`src/rtl/bist_pkg.sv`:
```
// Shared types and default constants for the BIST engine.
package bist_pkg;

  typedef enum logic [2:0] {
    IDLE, SEED, SHIFT, CAPTURE, UNLOAD, COMPARE, DONE
  } bist_state_e;

  localparam logic [15:0] DEF_LFSR_POLY = 16'hB400;
  localparam logic [15:0] DEF_LFSR_SEED = 16'hACE1;
  localparam logic [11:0] DEF_MISR_POLY = 12'h829;

endpackage

```
`src/rtl/bist_engine_if.sv`:
```
// Control and CUT-facing signals of the BIST engine; slave is the engine's view.
interface bist_engine_if #(
  parameter int N_CHAINS = 1,
  parameter int N_PI     = 3,
  parameter int N_PO     = 2,
  parameter int MISR_W   = 12,
  parameter int CNT_W    = 7
);
  logic                bist_start;
  logic                bist_abort;
  logic [MISR_W-1:0]   golden_sig;
  logic [N_CHAINS-1:0] scan_out;
  logic [N_PO-1:0]     po_vec;
  logic                test_mode;
  logic                scan_en;
  logic [N_CHAINS-1:0] scan_in;
  logic [N_PI-1:0]     pi_vec;
  logic                bist_busy;
  logic                bist_end;
  logic                pass_fail;
  logic [MISR_W-1:0]   signature;
  logic [CNT_W-1:0]    pattern_cnt;

  modport master (
    output bist_start, bist_abort, golden_sig, scan_out, po_vec,
    input  test_mode, scan_en, scan_in, pi_vec, bist_busy, bist_end,
           pass_fail, signature, pattern_cnt
  );

  modport slave (
    input  bist_start, bist_abort, golden_sig, scan_out, po_vec,
    output test_mode, scan_en, scan_in, pi_vec, bist_busy, bist_end,
           pass_fail, signature, pattern_cnt
  );
endinterface

```
`src/rtl/bist_galois_reg.sv`:
```
// Galois shift register with load/enable; serves as PRPG (right shift, din=0)
// or MISR (left shift, din = compacted data).
module bist_galois_reg #(
  parameter int           W          = 16,
  parameter logic [W-1:0] POLY       = '0,
  parameter logic [W-1:0] RST_VAL    = '0,
  parameter bit           SHIFT_LEFT = 1'b0
) (
  input  logic         clk,
  input  logic         rst_n,
  input  logic         load,
  input  logic [W-1:0] load_val,
  input  logic         en,
  input  logic [W-1:0] din,
  output logic [W-1:0] q
);
  logic [W-1:0] q_d, q_q, step;

  always_comb begin
    if (SHIFT_LEFT) step = (q_q << 1) ^ (q_q[W-1] ? POLY : '0);
    else            step = (q_q >> 1) ^ (q_q[0]   ? POLY : '0);
    q_d = q_q;
    if (load)    q_d = load_val;
    else if (en) q_d = step ^ din;
  end

  always_ff @(posedge clk or negedge rst_n)
    if (!rst_n) q_q <= RST_VAL;
    else        q_q <= q_d;

  assign q = q_q;
endmodule

```
`src/rtl/bist_engine.sv`:
```
// Pattern-count driven scan BIST: PRPG feeds chains/PIs, MISR compacts
// unload and POs, final signature compared against a run-time golden value.
module bist_engine
  import bist_pkg::*;
#(
  parameter int                N_CHAINS   = 1,
  parameter int                CHAIN_LEN  = 8,
  parameter int                N_PI       = 3,
  parameter int                N_PO       = 2,
  parameter int                N_PATTERNS = 64,
  parameter int                LFSR_W     = 16,
  parameter logic [LFSR_W-1:0] LFSR_POLY  = LFSR_W'(DEF_LFSR_POLY),
  parameter logic [LFSR_W-1:0] LFSR_SEED  = LFSR_W'(DEF_LFSR_SEED),
  parameter int                MISR_W     = 12,
  parameter logic [MISR_W-1:0] MISR_POLY  = MISR_W'(DEF_MISR_POLY)
) (
  input  logic          CLK,
  input  logic          RST,
  bist_engine_if.slave  bus
);
  localparam int CNT_W = $clog2(N_PATTERNS + 1);
  localparam int SC_W  = (CHAIN_LEN > 1) ? $clog2(CHAIN_LEN) : 1;
  localparam logic [SC_W-1:0]  SC_LAST  = SC_W'(CHAIN_LEN - 1);
  localparam logic [CNT_W-1:0] PAT_LAST = CNT_W'(N_PATTERNS);

  if (LFSR_W < N_CHAINS + N_PI) begin : g_chk_lfsr
    $error("bist_engine: LFSR_W must be >= N_CHAINS+N_PI");
  end
  if (MISR_W < N_CHAINS + N_PO) begin : g_chk_misr
    $error("bist_engine: MISR_W must be >= N_CHAINS+N_PO");
  end
  if (LFSR_SEED == '0) begin : g_chk_seed
    $error("bist_engine: LFSR_SEED must be non-zero");
  end

  bist_state_e       state_d, state_q;
  logic [CNT_W-1:0]  pcnt_d, pcnt_q;
  logic [SC_W-1:0]   sc_d, sc_q;
  logic              pf_d, pf_q;
  logic              busy_d, busy_q, end_d, end_q;
  logic              scan_en_d, scan_en_q, test_mode_d, test_mode_q;
  logic              prpg_load, prpg_en, misr_load, misr_en;
  logic [MISR_W-1:0] misr_din, misr;
  logic [LFSR_W-1:0] lfsr;
  logic              pattern_phase;
  logic              unused_lfsr;

  bist_galois_reg #(.W(LFSR_W), .POLY(LFSR_POLY), .RST_VAL(LFSR_SEED), .SHIFT_LEFT(1'b0)) u_prpg (
    .clk(CLK), .rst_n(RST), .load(prpg_load), .load_val(LFSR_SEED),
    .en(prpg_en), .din('0), .q(lfsr)
  );

  bist_galois_reg #(.W(MISR_W), .POLY(MISR_POLY), .RST_VAL('0), .SHIFT_LEFT(1'b1)) u_misr (
    .clk(CLK), .rst_n(RST), .load(misr_load), .load_val('0),
    .en(misr_en), .din(misr_din), .q(misr)
  );

  always_comb begin
    state_d   = state_q;
    pcnt_d    = pcnt_q;
    sc_d      = sc_q;
    pf_d      = pf_q;
    prpg_load = 1'b0;
    prpg_en   = 1'b0;
    misr_load = 1'b0;
    misr_en   = 1'b0;
    misr_din  = '0;
    unique case (state_q)
      IDLE: if (bus.bist_start) state_d = SEED;
      SEED: begin
        prpg_load = 1'b1;
        misr_load = 1'b1;
        pcnt_d    = '0;
        sc_d      = '0;
        pf_d      = 1'b0;
        state_d   = SHIFT;
      end
      SHIFT: begin
        prpg_en = 1'b1;
        // the first load has no previous response to unload
        if (pcnt_q != '0) begin
          misr_en  = 1'b1;
          misr_din = MISR_W'(bus.scan_out);
        end
        if (sc_q == SC_LAST) begin
          sc_d    = '0;
          state_d = CAPTURE;
        end else begin
          sc_d = sc_q + 1'b1;
        end
      end
      CAPTURE: begin
        misr_en  = 1'b1;
        misr_din = MISR_W'({bus.po_vec, bus.scan_out});
        pcnt_d   = pcnt_q + 1'b1;
        state_d  = (pcnt_d == PAT_LAST) ? UNLOAD : SHIFT;
      end
      UNLOAD: begin
        misr_en  = 1'b1;
        misr_din = MISR_W'(bus.scan_out);
        if (sc_q == SC_LAST) begin
          sc_d    = '0;
          state_d = COMPARE;
        end else begin
          sc_d = sc_q + 1'b1;
        end
      end
      COMPARE: begin
        pf_d    = (misr == bus.golden_sig);
        state_d = DONE;
      end
      DONE: if (!bus.bist_start) state_d = IDLE;
      default: state_d = IDLE;
    endcase

    if (bus.bist_abort) begin
      state_d   = IDLE;
      pcnt_d    = '0;
      sc_d      = '0;
      pf_d      = 1'b0;
      prpg_load = 1'b1;
      prpg_en   = 1'b0;
      misr_load = 1'b1;
      misr_en   = 1'b0;
    end

    busy_d      = !(state_d inside {IDLE, DONE});
    end_d       = (state_d == DONE);
    scan_en_d   = (state_d inside {SHIFT, UNLOAD});
    test_mode_d = (state_d inside {SHIFT, CAPTURE, UNLOAD});
  end

  always_ff @(posedge CLK or negedge RST) begin
    if (!RST) begin
      state_q     <= IDLE;
      pcnt_q      <= '0;
      sc_q        <= '0;
      pf_q        <= 1'b0;
      busy_q      <= 1'b0;
      end_q       <= 1'b0;
      scan_en_q   <= 1'b0;
      test_mode_q <= 1'b0;
    end else begin
      state_q     <= state_d;
      pcnt_q      <= pcnt_d;
      sc_q        <= sc_d;
      pf_q        <= pf_d;
      busy_q      <= busy_d;
      end_q       <= end_d;
      scan_en_q   <= scan_en_d;
      test_mode_q <= test_mode_d;
    end
  end

  // pattern bits only reach the CUT while a pattern is being loaded/applied
  assign pattern_phase   = (state_q == SHIFT) || (state_q == CAPTURE);
  assign bus.scan_in     = pattern_phase ? lfsr[N_CHAINS-1:0] : '0;
  assign bus.pi_vec      = pattern_phase ? lfsr[N_CHAINS +: N_PI] : '0;
  assign bus.test_mode   = test_mode_q;
  assign bus.scan_en     = scan_en_q;
  assign bus.bist_busy   = busy_q;
  assign bus.bist_end    = end_q;
  assign bus.pass_fail   = pf_q;
  assign bus.signature   = misr;
  assign bus.pattern_cnt = pcnt_q;
  assign unused_lfsr     = ^lfsr;
endmodule
```
`src/flat_wrapper.sv`:
```
// flat-port wrapper written by rule: the top's interface ports become plain ports
module bist_engine_flat import bist_pkg::*;
#(
  parameter int                N_CHAINS   = 1,
  parameter int                CHAIN_LEN  = 8,
  parameter int                N_PI       = 3,
  parameter int                N_PO       = 2,
  parameter int                N_PATTERNS = 64,
  parameter int                LFSR_W     = 16,
  parameter logic [LFSR_W-1:0] LFSR_POLY  = LFSR_W'(DEF_LFSR_POLY),
  parameter logic [LFSR_W-1:0] LFSR_SEED  = LFSR_W'(DEF_LFSR_SEED),
  parameter int                MISR_W     = 12,
  parameter logic [MISR_W-1:0] MISR_POLY  = MISR_W'(DEF_MISR_POLY)
)
  (CLK, RST, bus_bist_start, bus_bist_abort, bus_golden_sig, bus_scan_out, bus_po_vec, bus_test_mode, bus_scan_en, bus_scan_in, bus_pi_vec, bus_bist_busy, bus_bist_end, bus_pass_fail, bus_signature, bus_pattern_cnt);
  bist_engine_if #(.N_CHAINS(N_CHAINS), .N_PI(N_PI), .N_PO(N_PO), .MISR_W(MISR_W)) bus_i ();
  input  logic CLK;
  input  logic RST;
  input wire logic [$bits(bus_i.bist_start)-1:0] bus_bist_start;
  input wire logic [$bits(bus_i.bist_abort)-1:0] bus_bist_abort;
  input wire logic [$bits(bus_i.golden_sig)-1:0] bus_golden_sig;
  input wire logic [$bits(bus_i.scan_out)-1:0] bus_scan_out;
  input wire logic [$bits(bus_i.po_vec)-1:0] bus_po_vec;
  output wire logic [$bits(bus_i.test_mode)-1:0] bus_test_mode;
  output wire logic [$bits(bus_i.scan_en)-1:0] bus_scan_en;
  output wire logic [$bits(bus_i.scan_in)-1:0] bus_scan_in;
  output wire logic [$bits(bus_i.pi_vec)-1:0] bus_pi_vec;
  output wire logic [$bits(bus_i.bist_busy)-1:0] bus_bist_busy;
  output wire logic [$bits(bus_i.bist_end)-1:0] bus_bist_end;
  output wire logic [$bits(bus_i.pass_fail)-1:0] bus_pass_fail;
  output wire logic [$bits(bus_i.signature)-1:0] bus_signature;
  output wire logic [$bits(bus_i.pattern_cnt)-1:0] bus_pattern_cnt;
  assign bus_i.bist_start = bus_bist_start;
  assign bus_i.bist_abort = bus_bist_abort;
  assign bus_i.golden_sig = bus_golden_sig;
  assign bus_i.scan_out = bus_scan_out;
  assign bus_i.po_vec = bus_po_vec;
  assign bus_test_mode = bus_i.test_mode;
  assign bus_scan_en = bus_i.scan_en;
  assign bus_scan_in = bus_i.scan_in;
  assign bus_pi_vec = bus_i.pi_vec;
  assign bus_bist_busy = bus_i.bist_busy;
  assign bus_bist_end = bus_i.bist_end;
  assign bus_pass_fail = bus_i.pass_fail;
  assign bus_signature = bus_i.signature;
  assign bus_pattern_cnt = bus_i.pattern_cnt;
  bist_engine #(.N_CHAINS(N_CHAINS), .CHAIN_LEN(CHAIN_LEN), .N_PI(N_PI), .N_PO(N_PO), .N_PATTERNS(N_PATTERNS), .LFSR_W(LFSR_W), .LFSR_POLY(LFSR_POLY), .LFSR_SEED(LFSR_SEED), .MISR_W(MISR_W), .MISR_POLY(MISR_POLY)) u_core (.CLK(CLK), .RST(RST), .bus(bus_i));
endmodule
```
`config.mk`:
```
export PLATFORM = sky130hd
export DESIGN_NAME = bist_engine_flat
export DESIGN_NICKNAME = d
export VERILOG_FILES = /design/src/rtl/bist_pkg.sv /design/src/rtl/bist_engine_if.sv /design/src/rtl/bist_galois_reg.sv /design/src/rtl/bist_engine.sv /design/src/flat_wrapper.sv
export SDC_FILE = /design/constraint.sdc
export NUM_CORES = 1
export LEC_CHECK = 0
export BUFFER_PORTS_ARGS = -buffer_cell sky130_fd_sc_hd__buf_4
export CAP_MARGIN = 20
export CELL_PAD_IN_SITES_DETAIL_PLACEMENT = 1
export CELL_PAD_IN_SITES_GLOBAL_PLACEMENT = 2
export CORE_MARGIN = 3
export CORE_UTILIZATION = 32
export DETAILED_ROUTE_END_ITERATION = 8
export PLACE_DENSITY = 0.79
export SLEW_MARGIN = 20
export SYNTH_ARGS = -nofsm -noshare
export SYNTH_HDL_FRONTEND = slang
export SYNTH_HIERARCHICAL = 1
export SYNTH_SLANG_ARGS = --single-unit
```
`constraint.sdc`:
```
create_clock -name CLK -period 1.78 [get_ports CLK]
set_input_delay 0 -clock CLK [delete_from_list [all_inputs] [get_ports CLK]]
set_output_delay 0 -clock CLK [all_outputs]
set_load 0.005 [all_outputs]
```
# Word-level counts from Yosys, hierarchy flattened
# Index checks and enable logic that the tools add are counted.
dict set report op_classes {
  n_bitwise 3
  eq_ne 13
  n_mux 31
  n_reduce_logical 15
  add_sub_neg 2
}
# op n
set op_table {}
lappend op_table {{2-to-1 mux 16 bit} 3}
lappend op_table {{2-to-1 mux 12 bit} 3}
lappend op_table {{one-hot mux 12 bit (3 select lines)} 1}
lappend op_table {{2-to-1 mux 3 bit} 9}
lappend op_table {{bitwise XOR 12 bit} 2}
lappend op_table {{one-hot mux 3 bit (7 select lines)} 1}
lappend op_table {{equality test 3 bit (second input constant)} 6}
lappend op_table {{bitwise XOR 15 x 16 -> 16 bit} 1}
lappend op_table {{one-hot mux 7 bit (2 select lines)} 1}
lappend op_table {{equality test 12 bit} 1}
lappend op_table {{equality test 3 x 2 -> 1 bit (second input constant)} 4}
lappend op_table {{nonzero test 3 bit} 4}
lappend op_table {{2-to-1 mux 1 bit} 9}
lappend op_table {{nonzero test 2 bit} 4}
lappend op_table {{adder 7 x 1 -> 7 bit (second input constant)} 1}
lappend op_table {{equality test 7 bit (second input constant)} 1}
lappend op_table {{2-to-1 mux 7 bit} 1}
lappend op_table {{nonzero test 7 bit} 1}
lappend op_table {{zero test 3 bit} 2}
lappend op_table {{one-hot mux 3 bit (2 select lines)} 1}
lappend op_table {{one-hot mux 1 bit (2 select lines)} 2}
lappend op_table {{OR reduction 2 bit} 2}
lappend op_table {{adder 3 x 1 -> 3 bit (second input constant)} 1}
lappend op_table {{equality test 3 x 1 -> 1 bit (second input constant)} 1}
lappend op_table {{other kinds (2)} 2}
dict set report totals {
  ff_bits 46
  out_inout_bits 28
  in_bits 19
}

# Longest topological paths before layout
dict set report depth {
  ltp_word 8
  depth_mapped 10
  depth_no_buf 9
}

# Hierarchy
# The synthesis kept the hierarchy.
# module area_per_inst_um2 seq_area_each_um2 instances cells_each
set by_module_without_submodules {}
lappend by_module_without_submodules {bist_engine 1355.0 450.4 1 164}
lappend by_module_without_submodules {{bist_galois_reg (u_core.u_prpg)} 940.9 410.4 1 93}
lappend by_module_without_submodules {{bist_galois_reg (u_core.u_misr)} 716.9 300.3 1 70}

# Worst setup path before layout
# No wires, ideal clock.
dict set report synth_path {
  path_kind {reg-to-reg}
  from {register u_core.pcnt_q[0] (netlist: u_core/bus.pattern_cnt[0])}
  to {register u_core.u_misr.q_q[4] (netlist: u_core/u_misr/q[4])}
  path_buffers 1
  slack_ps -200
  path_stages_with_launch 10
  setup_ps 128
  arrival_ps 1853
  required_time_ps 1652
  path_cell_list {dfrtp_1 inv_1 ha_1 nor3b_1 a311oi_1 a21oi_1 nor2_1 buf_8 mux2i_1 o21ai_0}
}
dict set report synth_between {
  elab_chain_len 5
}
# element line_no
set synth_lines {}
lappend synth_lines {{start: declaration} bist_engine.sv:37} ;# logic [CNT_W-1:0] pcnt_d, pcnt_q;
lappend synth_lines {{start signal: assignment} bist_engine.sv:145} ;# pcnt_q <= pcnt_d;
lappend synth_lines {{nonzero test 7 bit} bist_engine.sv:81} ;# if (pcnt_q != '0) begin
lappend synth_lines {{2-to-1 mux 1 bit} bist_engine.sv:81}
lappend synth_lines {{one-hot mux 1 bit (2 select lines)} bist_engine.sv:68} ;# unique case (state_q)
lappend synth_lines {{2-to-1 mux 1 bit} bist_engine.sv:116} ;# if (bus.bist_abort) begin
lappend synth_lines {{named net u_core.misr_en} bist_engine.sv:42} ;# logic prpg_load, prpg_en, misr_load, misr_en;
lappend synth_lines {{nonzero test 2 bit (no line)} n/a}
lappend synth_lines {{end signal: assignment} bist_galois_reg.sv:29} ;# else q_q <= q_d;
lappend synth_lines {{end: declaration} bist_galois_reg.sv:17} ;# logic [W-1:0] q_d, q_q, step;
# The timed path passes the listed nets, and every way through them passes these cells.
# A chain may end at the register's enable or synchronous reset.

# Worst setup path after layout
dict set report layout_path {
  from {register u_core.pcnt_q[1] (netlist: u_core/bus.pattern_cnt[1])}
  to {register u_core.u_misr.q_q[9] (netlist: u_core/u_misr/q[9])}
}
# Same word-level chain as after synthesis.

==> metrics.txt <==
# TYPE chip_impl_metric gauge
chip_impl_metric{name="yosys_warnings",unit=""} 6
chip_impl_info{name="cp_slowest_cell",value="dfrtp_2"} 1
chip_impl_info{name="rr_startpoint",value="u_core/bus.pattern_cnt[1]"} 1
chip_impl_metric{name="power.total",unit="mW"} 3.20
chip_impl_info{name="startpoint_class_of_the_critical_path",value="flip-flop"} 1
chip_impl_metric{name="grt_max_degree",unit=""} 47
chip_impl_metric{name="grt.total_usage",unit=""} 0.160
chip_impl_metric{name="sequential_share_of_power",unit=""} 0.422
chip_impl_info{name="synth_top_cell_by_area",value="dfrtp_1"} 1
chip_impl_metric{name="met1_layer_usage_reported_by_global_route",unit=""} 0.209
chip_impl_metric{name="syn-cell-area",unit="µm²"} 3010
chip_impl_metric{name="vdd_ir_drop_max",unit="V"} 0.000327
chip_impl_metric{name="dr.pass1.iters",unit=""} 4
chip_impl_metric{name="dr_total_vias",unit=""} 2654
chip_impl_metric{name="die_area",unit="µm²"} 10600
chip_impl_info{name="rr_endpoint",value="u_core/u_misr/q[9]"} 1
chip_impl_info{name="worstSetupEndpointType",value="flip-flop"} 1
chip_impl_metric{name="reg2reg_slack",unit="ns"} -0.04
chip_impl_info{name="synth.area.top_cells",value="dfrtp_1, mux2i_1, xor2_1"} 1
chip_impl_metric{name="synthesis.instances",unit=""} 327
chip_impl_info{name="synth.most_common_cell",value="dfrtp_1"} 1
chip_impl_metric{name="grt_pass1_vias",unit=""} 2748
chip_impl_metric{name="coreArea",unit="µm²"} 8930
chip_impl_metric{name="gr-usage-met3",unit=""} 0.0338
chip_impl_metric{name="arrival",unit="ns"} 2.01
chip_impl_metric{name="vias_per_cell",unit=""} 4.83
chip_impl_metric{name="synth_enable_flop_cells",unit=""} 0
chip_impl_metric{name="report.final.slew_viol_count",unit=""} 0
chip_impl_metric{name="grt_overflow",unit=""} 0
chip_impl_info{name="clk_root_buffer_cell",value="clkbuf_8"} 1
chip_impl_metric{name="number_of_buffers_between_clock_root_and_the_deepest_sink",unit=""} 2
chip_impl_metric{name="globalRouteMet2Util",unit=""} 0.268
chip_impl_metric{name="post_dr_wirelength_cell",unit="µm"} 14.5
chip_impl_metric{name="die-width",unit="µm"} 103
chip_impl_metric{name="num_io_pins",unit=""} 47
chip_impl_metric{name="synthDominantCellAreaShare",unit=""} 0.316
chip_impl_metric{name="timing.final.setup_violations",unit=""} 3
chip_impl_metric{name="async_reset_ff_frac",unit=""} 1.00
chip_impl_info{name="min-delay-path-class",value="in -> reg"} 1
chip_impl_metric{name="tritoncts_buffers",unit=""} 5
chip_impl_info{name="timing.hold.worst.start",value="bus_bist_abort"} 1
chip_impl_metric{name="avgSynthCellArea",unit="µm²"} 9.21
chip_impl_metric{name="number_of_routed_nets_with_antenna_violations",unit=""} 0
chip_impl_metric{name="timing.slew.headroom",unit=""} 0.591
chip_impl_metric{name="final-hold-violation-count",unit=""} 0
chip_impl_metric{name="initial_core_util",unit=""} 0.337
chip_impl_metric{name="post_synth_num_cell_types",unit=""} 53
chip_impl_metric{name="cts.clk_slew.worst_paths",unit="ns"} 0.09
chip_impl_metric{name="max_freq",unit="GHz"} 0.551
chip_impl_metric{name="insertedDiodeCount",unit=""} 0
chip_impl_info{name="grt_setup_unrepaired",value="true"} 1
chip_impl_metric{name="seq_area_frac_synth",unit=""} 0.385
chip_impl_metric{name="nFillCells",unit=""} 1077
chip_impl_metric{name="fraction_of_final_layout_cells_sized_beyond_drive_strength_1",unit=""} 0.253
chip_impl_metric{name="syn_to_final_growth",unit="%"} 32.6
chip_impl_info{name="worstHoldEndpoint",value="u_core/bus.pattern_cnt[1]"} 1
chip_impl_metric{name="combPwrFrac",unit=""} 0.330
chip_impl_metric{name="synth.ff_latch_count",unit=""} 46
chip_impl_metric{name="fin_nets",unit=""} 465
chip_impl_metric{name="drt_drc_violations_left",unit=""} 0
chip_impl_info{name="synth-main-ff-cell",value="dfrtp_1"} 1
chip_impl_metric{name="ctsHtreeMaxLevel",unit=""} 2
chip_impl_metric{name="cpPeakStageDelay",unit="ns"} 0.37
chip_impl_metric{name="intPower",unit="mW"} 2.15
chip_impl_metric{name="fp-row-count",unit=""} 34
chip_impl_metric{name="worst-endpoint-required",unit="ns"} 1.97
chip_impl_metric{name="finalWorstPathRequiredPeriod",unit="ns"} 1.82
chip_impl_metric{name="setup_slack",unit="ns"} -0.0355
chip_impl_metric{name="place.port_buffers",unit=""} 46
chip_impl_info{name="synth_top_cells_by_count",value="dfrtp_1, nand2_1, xor2_1, mux2i_1, o21ai_0"} 1
chip_impl_info{name="grt_busiest_layer",value="met2"} 1
chip_impl_metric{name="number_of_antenna_violations_at_the_first_check_in_global_routing",unit=""} 0
chip_impl_metric{name="worst_slew_pin_slew",unit="ns"} 0.614
chip_impl_metric{name="critical_path.max_fanout",unit=""} 5
chip_impl_metric{name="timing.reg2reg.worst_path_depth",unit=""} 9
chip_impl_metric{name="finish.instance_area",unit="µm²"} 3990
chip_impl_metric{name="power.switching",unit="mW"} 1.05
chip_impl_metric{name="finalSetupTns",unit="ns"} -0.0451
chip_impl_metric{name="pwr_density_cell",unit="nW/µm²"} 801
chip_impl_metric{name="first_iter_violations",unit=""} 56
chip_impl_info{name="path_cells",value="inv_2 > ha_4 > nor3b_4 > a311oi_2 > a21oi_2 > nor2_4 > buf_6 > mux2i_1 > o21ai_1"} 1
chip_impl_metric{name="p_leak",unit="nW"} 1.81
chip_impl_metric{name="placement.setup.worst_slack",unit="ns"} -0.0662
chip_impl_metric{name="finalCoreUtilization",unit=""} 0.447
chip_impl_metric{name="maxCapViolations",unit=""} 0
chip_impl_metric{name="instance_area_after_placement",unit="µm²"} 3790
chip_impl_metric{name="final_worst_path_period_share",unit=""} 1.02
chip_impl_metric{name="power.clock.fraction",unit=""} 0.248
chip_impl_metric{name="clock-skew-final",unit="ns"} 0.0107
chip_impl_metric{name="place_congestion",unit=""} 0.785
chip_impl_metric{name="dp.final_hpwl",unit="mm"} 5.92
chip_impl_metric{name="wire_length_of_the_first_global_routing_pass",unit="mm"} 13.2
chip_impl_metric{name="min_path_cells",unit=""} 2
chip_impl_info{name="violations",value="setup timing"} 1
chip_impl_metric{name="postRouteWirelength",unit="mm"} 7.98
chip_impl_metric{name="numClockSinks",unit=""} 46
chip_impl_metric{name="power.share.switching",unit=""} 0.328
chip_impl_metric{name="worst_skew_pair.late_latency",unit="ns"} 0.30
chip_impl_info{name="tritoncts_clock_tree",value="built"} 1
chip_impl_info{name="status",value="complete, but fails checks"} 1
chip_impl_metric{name="dieHeight",unit="µm"} 103
chip_impl_info{name="path_class",value="reg -> reg"} 1
## through the flow
step / hold slack, ns / std cells
final: 0.0356 / 550
after global routing: 0.0426 / 550
after CTS: 0.0117 / 548
after detailed placement: 0.0644 / 539
after global placement: 0.0696 / 539
after floorplan: -0.296 / 378
## cell families (layout without fill, tap and decap cells)
kind of cell / Yosys count / in the layout / share of synthesized area
buf+inv: 26 / 90 / 0.0502
simple gates: 105 / 105 / 0.176
xor+xnor: 41 / 41 / 0.124
mux: 27 / 27 / 0.0897
flops: 46 / 46 / 0.385
fa+ha+maj: 6 / 6 / 0.0241
other cells: 2 / 53 / 0.00249
compound gates: 74 / 74 / 0.147
## power by group through the flow
stage | Clock, mW | Sequential [mW] | Combinational, mW
after floorplan | 0 | 1.35 | 0.660
after global placement | 0 | 1.37 | 0.999
after detailed placement | 0 | 1.37 | 1.03
after CTS | 0.821 | 1.36 | 1.04
after global routing | 0.866 | 1.38 | 1.18
final | 0.792 | 1.35 | 1.06
## worst max-delay path, delay by kind of cell, from the launching register on
family                   cells  cell delay (ns)
AO/OA/AOI/OAI                3             0.45
adder cells (fa/ha/maj)      1             0.14
buffers and inverters        2             0.20
flip-flops                   1             0.37
multiplexers                 1             0.23
AND/OR/NAND/NOR              2             0.30
## how the worst max path moves through the flow
stage	from	end	slack [ns]	depth (start not counted)
after detailed placement	u_core/bus.pattern_cnt[1]	u_core/u_misr/q[9]	-0.07	9
after floorplan	u_core/bus.pattern_cnt[0]	u_core/u_misr/q[4]	-0.05	9
after global routing	u_core/bus.pattern_cnt[1]	u_core/u_misr/q[9]	-0.13	9
after CTS	u_core/bus.pattern_cnt[1]	u_core/u_misr/q[9]	-0.08	9
after global placement	u_core/bus.pattern_cnt[1]	u_core/u_misr/q[5]	-0.01	10
final	u_core/bus.pattern_cnt[1]	u_core/u_misr/q[9]	-0.04	9
## cells in the final DEF, fill, tap and decap left out, drive strengths merged, types with 2 or more instances in the layout
| cell type | Yosys | routed |
|---|---|---|
| or2 | 2 | 2 |
| clkbuf | 3 | 6 |
| o21a | 3 | 3 |
| xor2 | 30 | 30 |
| mux2i | 27 | 27 |
| and2 | 5 | 5 |
| and3 | 3 | 3 |
| a21oi | 17 | 17 |
| nor4 | 3 | 3 |
| a22oi | 4 | 4 |
| nor3b | 6 | 6 |
| nand2 | 36 | 36 |
| nor2b | 6 | 6 |
| nand2b | 4 | 4 |
| nand4 | 3 | 3 |
| xnor2 | 10 | 10 |
| dfstp | 8 | 8 |
| nand3b | 3 | 3 |
| dfrtp | 38 | 38 |
| o22ai | 2 | 2 |
| conb | 2 | 53 |
| inv | 6 | 6 |
| nand3 | 7 | 7 |
| ha | 5 | 5 |
| o21ai | 32 | 32 |
| buf | 17 | 75 |
| nor3 | 6 | 6 |
| o22a | 2 | 2 |
| nor2 | 17 | 17 |
| o211ai | 3 | 3 |
| a31oi | 2 | 2 |
## layer usage
layer	share of wire	wire (µm)
met5	0	0
met2	0.48	3840
met3	0.038	302
met4	0.013	104
met1	0.47	3730
## repair_timing
action	in CTS	in global routing
hold endpoints to repair	38	0
endpoints found under the setup margin	12	16
setup buffers	0	2
pin swaps	2	12
resized for setup	2	15
hold buffers	1	0
## cell type report
type / count / area [µm²] / share of cell area
sequential: 46 / 1160 / 0.291
multi-input combinational: 306 / 1980 / 0.496
tap: 108 / 135 / 0.0338
clock buffer: 6 / 72.6 / 0.0182
clock inverter: 2 / 37.5 / 0.00940
timing repair buffer: 76 / 581 / 0.145
inverter: 6 / 25.0 / 0.00627
## registers in the layout, indices dropped and copies added (netlist names)
name	cells
u_core/u_prpg/q	16
u_core/u_misr/q	12
u_core/bus.pattern_cnt	7
u_core/sc_q	3
u_core/state_q	3
u_core/bus.bist_busy	1
u_core/bus.bist_end	1
u_core/bus.pass_fail	1
u_core/bus.scan_en	1
u_core/bus.test_mode	1
(Power assumes the default switching activity.)
